### config.mk
export PLATFORM = sky130hd
export DESIGN_NAME = acs_path_metric_unit
export DESIGN_NICKNAME = d
export VERILOG_FILES = /design/src/rtl/acs_path_metric_unit.sv
export SDC_FILE = /design/constraint.sdc
export NUM_CORES = 1
export LEC_CHECK = 0
export CORE_MARGIN = 1
export CORE_UTILIZATION = 50
export CTS_BUF_LIST = sky130_fd_sc_hd__clkbuf_4 sky130_fd_sc_hd__clkbuf_8 sky130_fd_sc_hd__clkbuf_16
export DETAILED_ROUTE_END_ITERATION = 8
export GPL_ROUTABILITY_DRIVEN = 0
export PLACE_DENSITY_LB_ADDON = 0.15
export RECOVER_POWER = 25
export SKIP_CTS_REPAIR_TIMING = 1
export SLEW_MARGIN = 20
export SYNTH_ARGS = -nofsm -noshare
export SYNTH_HDL_FRONTEND = slang
export SYNTH_SLANG_ARGS = --single-unit
### constraint.sdc
create_clock -name clock -period 22.5 [get_ports clock]
set_input_delay 3.375 -clock clock [delete_from_list [all_inputs] [get_ports clock]]
set_output_delay 3.375 -clock clock [all_outputs]
set_load 0.05 [all_outputs]
### src/rtl/acs_path_metric_unit.sv
// Viterbi add-compare-select stage: 8-state trellis, normalised saturating path metrics,
// per-state survivor decisions and best-state index for traceback.
//
//  state    | meaning
//  ---------+-------------------------------------------------------------
//  ST_IDLE  | metrics held, branch metrics ignored
//  ST_RUN   | one ACS step per bm_valid cycle
module acs_path_metric_unit #(
    parameter int PMW       = 6,
    parameter int INIT_BIAS = 16
) (
    input  logic                 clock,
    input  logic                 reset,
    input  logic                 start,
    input  logic                 stop,
    input  logic                 bm_valid,
    input  logic [31:0]          bm_flat,
    output logic [8*PMW-1:0]     pm_flat,
    output logic [7:0]           dec,
    output logic                 dec_valid,
    output logic [2:0]           best_state,
    output logic [15:0]          step_cnt,
    output logic                 busy
);

    localparam logic [0:0]     ST_IDLE = 1'b0;
    localparam logic [0:0]     ST_RUN  = 1'b1;
    localparam logic [PMW-1:0] PM_MAX  = '1;
    localparam logic [PMW-1:0] PM_BIAS = PMW'(INIT_BIAS);

    logic [0:0]     state;
    logic [PMW-1:0] pm       [8];
    logic [PMW:0]   a_sum    [8];
    logic [PMW:0]   b_sum    [8];
    logic [PMW:0]   new_pm   [8];
    logic [PMW:0]   diff     [8];
    logic [PMW-1:0] pm_nxt   [8];
    logic [PMW:0]   m_min;
    logic [7:0]     dec_nxt;
    logic [2:0]     best_nxt;

    // Predecessors of ns are {ns[1:0],0} and {ns[1:0],1}; their branches use HD(2ns+1), HD(2ns+2).
    always_comb begin
        dec_nxt = '0;
        for (int ns = 0; ns < 8; ns++) begin
            a_sum[ns]  = (PMW+1)'(pm[2*(ns%4)])   + (PMW+1)'(bm_flat[4*ns +: 2]);
            b_sum[ns]  = (PMW+1)'(pm[2*(ns%4)+1]) + (PMW+1)'(bm_flat[4*ns+2 +: 2]);
            dec_nxt[ns] = (b_sum[ns] < a_sum[ns]);
            new_pm[ns] = dec_nxt[ns] ? b_sum[ns] : a_sum[ns];
        end

        m_min = new_pm[0];
        for (int ns = 1; ns < 8; ns++) begin
            if (new_pm[ns] < m_min) begin
                m_min = new_pm[ns];
            end
        end

        best_nxt = 3'd0;
        for (int ns = 7; ns >= 0; ns--) begin
            if (new_pm[ns] == m_min) begin
                best_nxt = 3'(ns);
            end
        end

        for (int ns = 0; ns < 8; ns++) begin
            diff[ns]   = new_pm[ns] - m_min;
            pm_nxt[ns] = diff[ns][PMW] ? PM_MAX : diff[ns][PMW-1:0];
        end
    end

    always_ff @(posedge clock) begin
        if (!reset) begin
            state      <= ST_IDLE;
            dec        <= '0;
            dec_valid  <= 1'b0;
            best_state <= '0;
            step_cnt   <= '0;
            for (int s = 0; s < 8; s++) begin
                pm[s] <= '0;
            end
        end else if (start) begin
            state      <= ST_RUN;
            dec        <= '0;
            dec_valid  <= 1'b0;
            best_state <= '0;
            step_cnt   <= '0;
            pm[0]      <= '0;
            for (int s = 1; s < 8; s++) begin
                pm[s] <= PM_BIAS;
            end
        end else if (state == ST_RUN && stop) begin
            state     <= ST_IDLE;
            dec_valid <= 1'b0;
        end else if (state == ST_RUN && bm_valid) begin
            dec        <= dec_nxt;
            dec_valid  <= 1'b1;
            best_state <= best_nxt;
            step_cnt   <= step_cnt + 16'd1;
            for (int s = 0; s < 8; s++) begin
                pm[s] <= pm_nxt[s];
            end
        end else begin
            dec_valid <= 1'b0;
        end
    end

    always_comb begin
        pm_flat = '0;
        for (int s = 0; s < 8; s++) begin
            pm_flat[PMW*s +: PMW] = pm[s];
        end
    end

    assign busy = (state == ST_RUN);

endmodule

## After elaboration in Yosys (flattened, before gate mapping)

Memories as Yosys holds them, arrays and structs flattened.
Index checks and enable logic that the tools add are counted.
Widths: inputs -> output; s select.

- Divide/modulo/power cells: 0
- Add/subtract/negate cells: 25
- Reductions and logical operators: 5
- Equal/unequal tests: 8
- $mul: 0
- Muxes and demuxes: 58
- Bitwise logic cells: 18
- Shift-type cells: 0
- Magnitude comparators: 15

Operator list:

| cell | count |
|---|---|
| $mux 6 | 24 |
| $add 6x2->7 | 16 |
| $lt 7x7->1 | 15 |
| $mux 7 | 15 |
| $eq 7x7->1 | 8 |
| $sub 7x7->7 | 8 |
| $mux 3 | 8 |
| $add 16x1->16 const B | 1 |
| $or 1x1->1 | 16 |
| $mux 1 | 11 |
| $logic_and 1x1->1 | 2 |
| $not 1->1 | 2 |
| $reduce_and 2->1 | 1 |
| $reduce_bool 2->1 | 1 |
| $reduce_or 2->1 | 1 |

- ROM bits: 0
- Output and inout bits: 77
- Bits in writable memories: 48
- Register bits: 29
- Memories kept: 1
- Latch bits: 0
- Logic and storage cells: 135

Memory list:

| name | depth | width | rd ports | clocked after Yosys merged registers in | wr ports | RTL line | text |
|---|---|---|---|---|---|---|---|
| pm | 8 | 6 | 8 | 0 | 8 | 32 | `logic [PMW-1:0] pm [8];` |

## Longest topological paths before layout

Gate-level depths: netlist of the first run.

- Depth after elaboration: 26
- Depth in mapped cells: 74
- Depth with buffers taken out: 71

## Least setup slack after synthesis of the first run

No wires, ideal clock.

- Path type: input-to-reg
- Start point: in bm_flat[6]
- End point: mem pm[6][4], in the netlist pm[1][16], data pin
- Path slack: 5.073 ns
- Arrival: 17.149 ns
- Cell stages on the path: 63
- Path through: ha_1 > fa_1 > xor2_1 > ha_1 > a2111oi_0 > o21ai_0 > a211oi_2 > buf_4 > mux2i_1 > ha_1 > and2_1 > o2111ai_1 > o311a_1 > nand2_4 > o21ai_0 > ha_1 > nor3b_1 > nand3_1 > [27 not listed] > a21o_1 > buf_4 > mux2_2 > ha_1 > o21ai_0 > or2b_1 > a211oi_1 > a211o_1 > buf_6 > mux2i_1 > inv_1 > fa_1 > a21o_1 > a21oi_1 > o21bai_1 > a21oi_1 > xor2_1 > a21boi_0

RTL lines:

| element | RTL line | text |
|---|---|---|
| start, declared | 17 | `input logic [31:0] bm_flat,` |
| end, declared | 32 |  |

==> out/qor.yml, run 1 <==
synth_cell_types: 96
drt-pass1-iter-count: 6
synth-edff-count: 42
syn_to_final_growth_pct: 14.5
worstSetupStartpoint: "bm_flat[6]"
syn_area_sq_um: 11100
numCtsBuffers: 9
fin_skew_ns: 0.00776
hold_class: "flip-flop to flip-flop"
crit_arrival_ns: 20.11
multi_input_area_sq_um: 8560
async_flop_share_pct: 0
core_area_sq_um: 21800
slew_headroom_pct: -6.13
cpMostUsedCell: "ha_1"
synth_common_cells: "ha_1 (130), a21oi_1 (127), inv_1 (93)"
violations: "capacitance limit, slew limit"
num_antenna_cells: 0
synth.top_cells.by_area: "ha_1 (15%), edfxtp_1 (11%), dfxtp_1 (6.3%)"
viasPerCell: 6.10
r2r_cells: 64
clk_pin_slew_ns: 0.07
drv_cap: 1
rr_endpoint: "pm[1][10]$_DFFE_PP_"
dieHeight_microns: 151
fmax_mhz: 50.0
crit_family: "compound AO/OA/AOI/OAI gates"
worstSkewPairLatency_ns: 0.36
rrSetupSlack_ns: 5.47
worst_hold_slack_ns: 0.453
clockBufferDepth: 2
clkSinkCount: 77
post-synth-top-area-cell: "ha_1"
ant_nets: 0
drtIter0Drc: 889
cts_root_buffer: "clkbuf_16"
ys.warnings.count: 0
num_rows: 54
synth_top_flop_cell: "edfxtp_1"
worstReg2RegStart: "pm[0][18]$_SDFFCE_PN0P_"
required_ns: 22.61
syn-num-nets: 1507
crit_path_end_kind: "flip-flop"
htreeDepth: 3
first_global_vias: 9650
slew_violations: 24
critPathSlowestCell: "a211oi_1"
worstSetupStartpointType: "primary input"
cp_num_buf_inv: 2
fin_crit_sh_pct: 88.9
synth_cells: 1317
status: "complete, but fails checks"
synth_top_area_share_pct: 14.6
grt_pass1_wl_microns: 52200
rsz0062_at_grt: "false"
cp-endpoint: "pm[1][10]$_DFFE_PP_"
grt-ovfl-total: 0
fin_crit_ns: 20.00
worst_slew_pin_slew_ns: 1.59
seq_area_sq_um: 1960
setup_viol: 0
layout.cells.non_filler: 1699
ios: 114
grt_antenna_before_repair: 0
ys_seq_area_share_pct: 17.7
final.fill_count: 2006
start_util_pct: 50.9
drt-total-wl_microns: 33500
grtUsageTotal_pct: 29.9
portBuffers: 113
avgSynthCellArea_sq_um: 8.43
cp_num_cells: 65
synth_most_common_cell: "ha_1"
die_w_microns: 151
drc: 0
criticalPathCategory: "primary input to flip-flop"
dp_cells: 1683
grt_max_degree: 36
ys_ff_latch: 77
utilization_pct: 58.3
nets: 1604
path_max_fanout: 12
critical_path.max_stage_delay_ns: 0.87
hold_viol_final: 0
cts_tree: "built"
die_area_sq_um: 22800
wl_per_cell_microns: 19.7
vias: 10370
place_hpwl_microns: 26800
drive_above_1_share_pct: 5.71
fin_tns_setup_ns: 0
[how the worst min path moves through the flow]
stage | startpoint | endpoint | depth (start not counted)
global route | dec[3]$_SDFFE_PP0P_ | dec[3]$_SDFFE_PP0P_ | 2
CTS | dec[2]$_SDFFE_PP0P_ | dec[2]$_SDFFE_PP0P_ | 2
detailed placement | dec[2]$_SDFFE_PP0P_ | dec[2]$_SDFFE_PP0P_ | 2
floorplan | dec[0]$_SDFFE_PP0P_ | dec[0]$_SDFFE_PP0P_ | 2
finish | dec[2]$_SDFFE_PP0P_ | dec[2]$_SDFFE_PP0P_ | 2
global placement | dec[2]$_SDFFE_PP0P_ | dec[2]$_SDFFE_PP0P_ | 2
[sequential cells by signal (all words and copies together) (netlist names)]
register,cells
pm,48
dec,8
best_state,3
busy,1
dec_valid,1
step_cnt,16
[stage by stage]
| step | area [sq um] | setup WS (ns) |
|---|---|---|
| 2_1_floorplan | 11100 | 5.07 |
| 3_3_place_gp | 12400 | 3.17 |
| 3_5_place_dp | 12400 | 2.58 |
| 4_1_cts | 12700 | 2.88 |
| 5_1_grt | 12700 | 1.31 |
| 6_report | 12700 | 2.50 |
[placed cells by master, fill, tap and decap left out, types with 15 or more instances in the layout]
master | synthesis | layout
ha_1 | 130 | 130
a21oi_1 | 127 | 127
inv_1 | 93 | 93
nand2_1 | 87 | 87
nor2_1 | 83 | 83
clkdlybuf4s50_1 | 0 | 69
xnor2_1 | 68 | 68
xor2_1 | 65 | 65
o21ai_0 | 61 | 61
mux2i_1 | 51 | 51
nand3_1 | 45 | 45
dlygate4sd3_1 | 0 | 44
edfxtp_1 | 42 | 42
a21o_1 | 36 | 36
dfxtp_1 | 35 | 35
nor2b_1 | 34 | 34
nand2b_1 | 30 | 30
fa_1 | 23 | 23
mux2_2 | 17 | 17
and3_1 | 15 | 15
[kinds of logic (layout without fill, tap and decap cells)]
kind of cell	count (synthesis)	in the layout	share of synthesized area, %
buffers and inverters	131	233	5.31
muxes	71	71	6.79
and+or+nand+nor	355	355	16.1
adders and majority gates	165	165	19.9
xor gates and xnor gates	134	134	10.6
AOI/OAI and AO/OA	384	384	23.6
DFF	77	77	17.7
[cell type report]
type / count / area share (%)
Multi-Input combinational cell: 1109 / 67.3
Sequential cell: 77 / 15.4
Timing Repair Buffer: 124 / 9.48
Tap cell: 280 / 2.75
Inverter: 93 / 2.74
Clock buffer: 9 / 1.77
Clock inverter: 7 / 0.551
[metal layers]
layer  global-route usage, %  wire length, microns  vias to the layer above
li1                        -                     -                     5012
met3                    4.94                  2260                       86
met1                    39.6                 14700                     4899
met2                    47.8                 15100                      373
met5                       0                     0                        -
met4                    13.2                  1370                        0
[worst register-to-register path: cells and delay by family (launching register included)]
kind / cells / cell delay, ns
buffers and inverters: 1 / 0.30
AND/OR/NAND/NOR: 15 / 2.10
adder cells (fa/ha/maj): 12 / 3.71
multiplexers: 2 / 1.00
flip-flops: 1 / 0.45
AO/OA/AOI/OAI: 31 / 8.50
XOR/XNOR: 3 / 0.71
Power of run 1 is not shown: default switching activity piles up to over one toggle a cycle in this logic, so the estimate is an artifact.
==> inputs of run 2 (changes only) <==
--- a/config.mk
+++ b/config.mk
@@ -5,8 +5,10 @@
 export SDC_FILE = /design/constraint.sdc
 export NUM_CORES = 1
 export LEC_CHECK = 0
+export CELL_PAD_IN_SITES_DETAIL_PLACEMENT = 1
+export CELL_PAD_IN_SITES_GLOBAL_PLACEMENT = 1
 export CORE_MARGIN = 1
-export CORE_UTILIZATION = 50
+export CORE_UTILIZATION = 45
 export CTS_BUF_LIST = sky130_fd_sc_hd__clkbuf_4 sky130_fd_sc_hd__clkbuf_8 sky130_fd_sc_hd__clkbuf_16
 export DETAILED_ROUTE_END_ITERATION = 8
 export GPL_ROUTABILITY_DRIVEN = 0
==> constraint.sdc (replaced) <==
create_clock -name clock -period 21.6 [get_ports clock]
set_input_delay 3.24 -clock clock [delete_from_list [all_inputs] [get_ports clock]]
set_output_delay 3.24 -clock clock [all_outputs]
set_load 0.05 [all_outputs]
==> out/qor.yml, run 2 (synthesized netlist as in run 1, its figures left out) <==
worstReg2RegStart: "pm[0][18]$_SDFFCE_PN0P_"
final_common_cell: "ha_1"
drc: 0  # unchanged
ant_nets: 0  # unchanged
dieHeight_microns: 159  # +5.3%
fin_skew_ns: 0.0147  # +0.00693 ns
slew_violations: 0  # -100%
grtUsageTotal_pct: 30.1  # +0.14 points
clkSinkCount: 77  # unchanged
drt-pass1-iter-count: 5  # -1
utilization_pct: 52.8  # -5.5 points
num_antenna_cells: 0  # unchanged
rsz0062_at_grt: "false"
multi_input_area_sq_um: 8560  # about the same
criticalPathCategory: "primary input to flip-flop"
nets: 1608  # +0.25%
cts_tree: "built"
portBuffers: 113  # unchanged
core_area_sq_um: 24200  # +11%
status: "finished, final reports clean"
worstSetupStartpointType: "primary input"
ios: 114  # unchanged
wl_per_cell_microns: 22.1  # +12%
place_hpwl_microns: 30800  # +15%
r2r_cells: 64  # unchanged
crit_path_end_kind: "flip-flop"
fmax_mhz: 50.0
holdPathStages: 2  # unchanged
hold_viol_final: 0  # unchanged
syn_to_final_growth_pct: 15.2
drt-total-wl_microns: 38600  # +15%
hold_class: "flip-flop to flip-flop"
fin_crit_sh_pct: 92.5
crit_arrival_ns: 20.09  # -0.02 ns
fin_area_sq_um: 12800  # +0.62%
drv_cap: 0  # -1
grt-ovfl-total: 0  # unchanged
viasPerCell: 6.07  # -0.50%
rrSetupSlack_ns: 4.46  # -1.01 ns
slew_headroom_pct: 24.0  # +30 points
start_util_pct: 45.8  # -5.1 points
hold_end: "dec[0]$_SDFFE_PP0P_"
hold_path_startpoint: "dec[0]$_SDFFE_PP0P_"
fin_tns_setup_ns: 0  # unchanged
worst_slew_pin_slew_ns: 1.14  # -0.452 ns
place_area_sq_um: 12500  # +0.71%
path_max_fanout: 12  # unchanged
grt_antenna_before_repair: 0  # unchanged
critPathSlowestCell: "a211oi_2"
largest_register_ffs: 48  # unchanged
worst_hold_slack_ns: 0.460  # +0.00634 ns
cts_root_buffer: "clkbuf_16"
grt_max_degree: 25  # -31%
fin_crit_ns: 19.98
required_ns: 21.71  # -0.90 ns
drtIter0Drc: 659  # -26%
rr_endpoint: "pm[1][10]$_DFFE_PP_"
clockBufferDepth: 2  # unchanged
layout_common_cells: "ha_1 (130), a21oi_1 (127), inv_1 (93), nand2_1 (87), nor2_1 (83)"
clk_pin_slew_ns: 0.07  # about the same
top_regs: "pm x48, step_cnt x16, dec x8"
die_area_sq_um: 25300  # +11%
htreeDepth: 3  # unchanged
final.fill_count: 2958  # +47%
setup_viol: 0  # unchanged
first_global_vias: 10748  # +11%
worstSkewPairLatency_ns: 0.36  # about the same
critical_path.max_stage_delay_ns: 0.76  # -0.11 ns
grt_pass1_wl_microns: 59300  # +14%
regMostFlops: "pm"
cpMostUsedCell: "ha_1"
drive_above_1_share_pct: 6.11  # +0.41 points
die_w_microns: 159  # +5.3%
numCtsBuffers: 9  # unchanged
vias: 10610  # +2.3%
num_rows: 57  # +5.6%
seq_area_sq_um: 1960  # unchanged
==> run 2: layout make-up <==
cell class              count  area share, %
multi-input cells        1109           66.9
flip-flops and latches     77           15.3
repair buffers            128           9.69
well taps                 324           3.17
inverters                  93           2.73
clock buffers               9           1.76
clock inverters             7          0.440
==> run 2: routing by layer <==
metal	up-vias	global-route usage [%]	part of all wire [%]
li1	5008	-	-
met1	5191	39.1	44
met2	335	50.7	47
met3	76	2.76	4.7
met4	0	13.2	3.9
met5	-	0	0
==> run 2: worst max-delay path by stage <==
stage,slack [ns],endpoint,start,depth (start not counted)
floorplan,4.31,pm[1][16]$_SDFFCE_PN1P_,bm_flat[6],63
global placement,2.47,pm[1][10]$_DFFE_PP_,bm_flat[6],65
detailed placement,1.59,pm[1][10]$_DFFE_PP_,bm_flat[6],65
CTS,1.87,pm[1][10]$_DFFE_PP_,bm_flat[6],65
global route,0.49,pm[1][10]$_DFFE_PP_,bm_flat[7],67
finish,1.62,pm[1][10]$_DFFE_PP_,bm_flat[6],65
==> run 2: worst max-delay path: cells and delay by family <==
kind,cells,cell delay [ns]
adders and majority gates,12,4.14
and+or+nand+nor,15,2.41
AOI/OAI and AO/OA,32,8.37
buffers and inverters,2,0.66
xor gates and xnor gates,3,0.78
muxes,1,0.42
==> run 2: per-stage QoR <==
step / setup WS, ns / std cells
3_3_place_gp: 2.47 / 1731
3_5_place_dp: 1.59 / 1731
6_report: 1.62 / 1747
2_1_floorplan: 4.31 / 1317
4_1_cts: 1.87 / 1747
5_1_grt: 0.486 / 1747
Power of run 2 is left out for the same reason.
==> inputs of run 3 (changes only) <==
--- a/config.mk
+++ b/config.mk
@@ -14,6 +14,7 @@
 export GPL_ROUTABILITY_DRIVEN = 0
 export PLACE_DENSITY_LB_ADDON = 0.15
 export RECOVER_POWER = 25
+export SETUP_SLACK_MARGIN = 0.3
 export SKIP_CTS_REPAIR_TIMING = 1
 export SLEW_MARGIN = 20
 export SYNTH_ARGS = -nofsm -noshare
==> results of run 3 <==
Final layout, timing and power as in run 2 (identical DEF).
Power of run 3 is left out for the same reason.
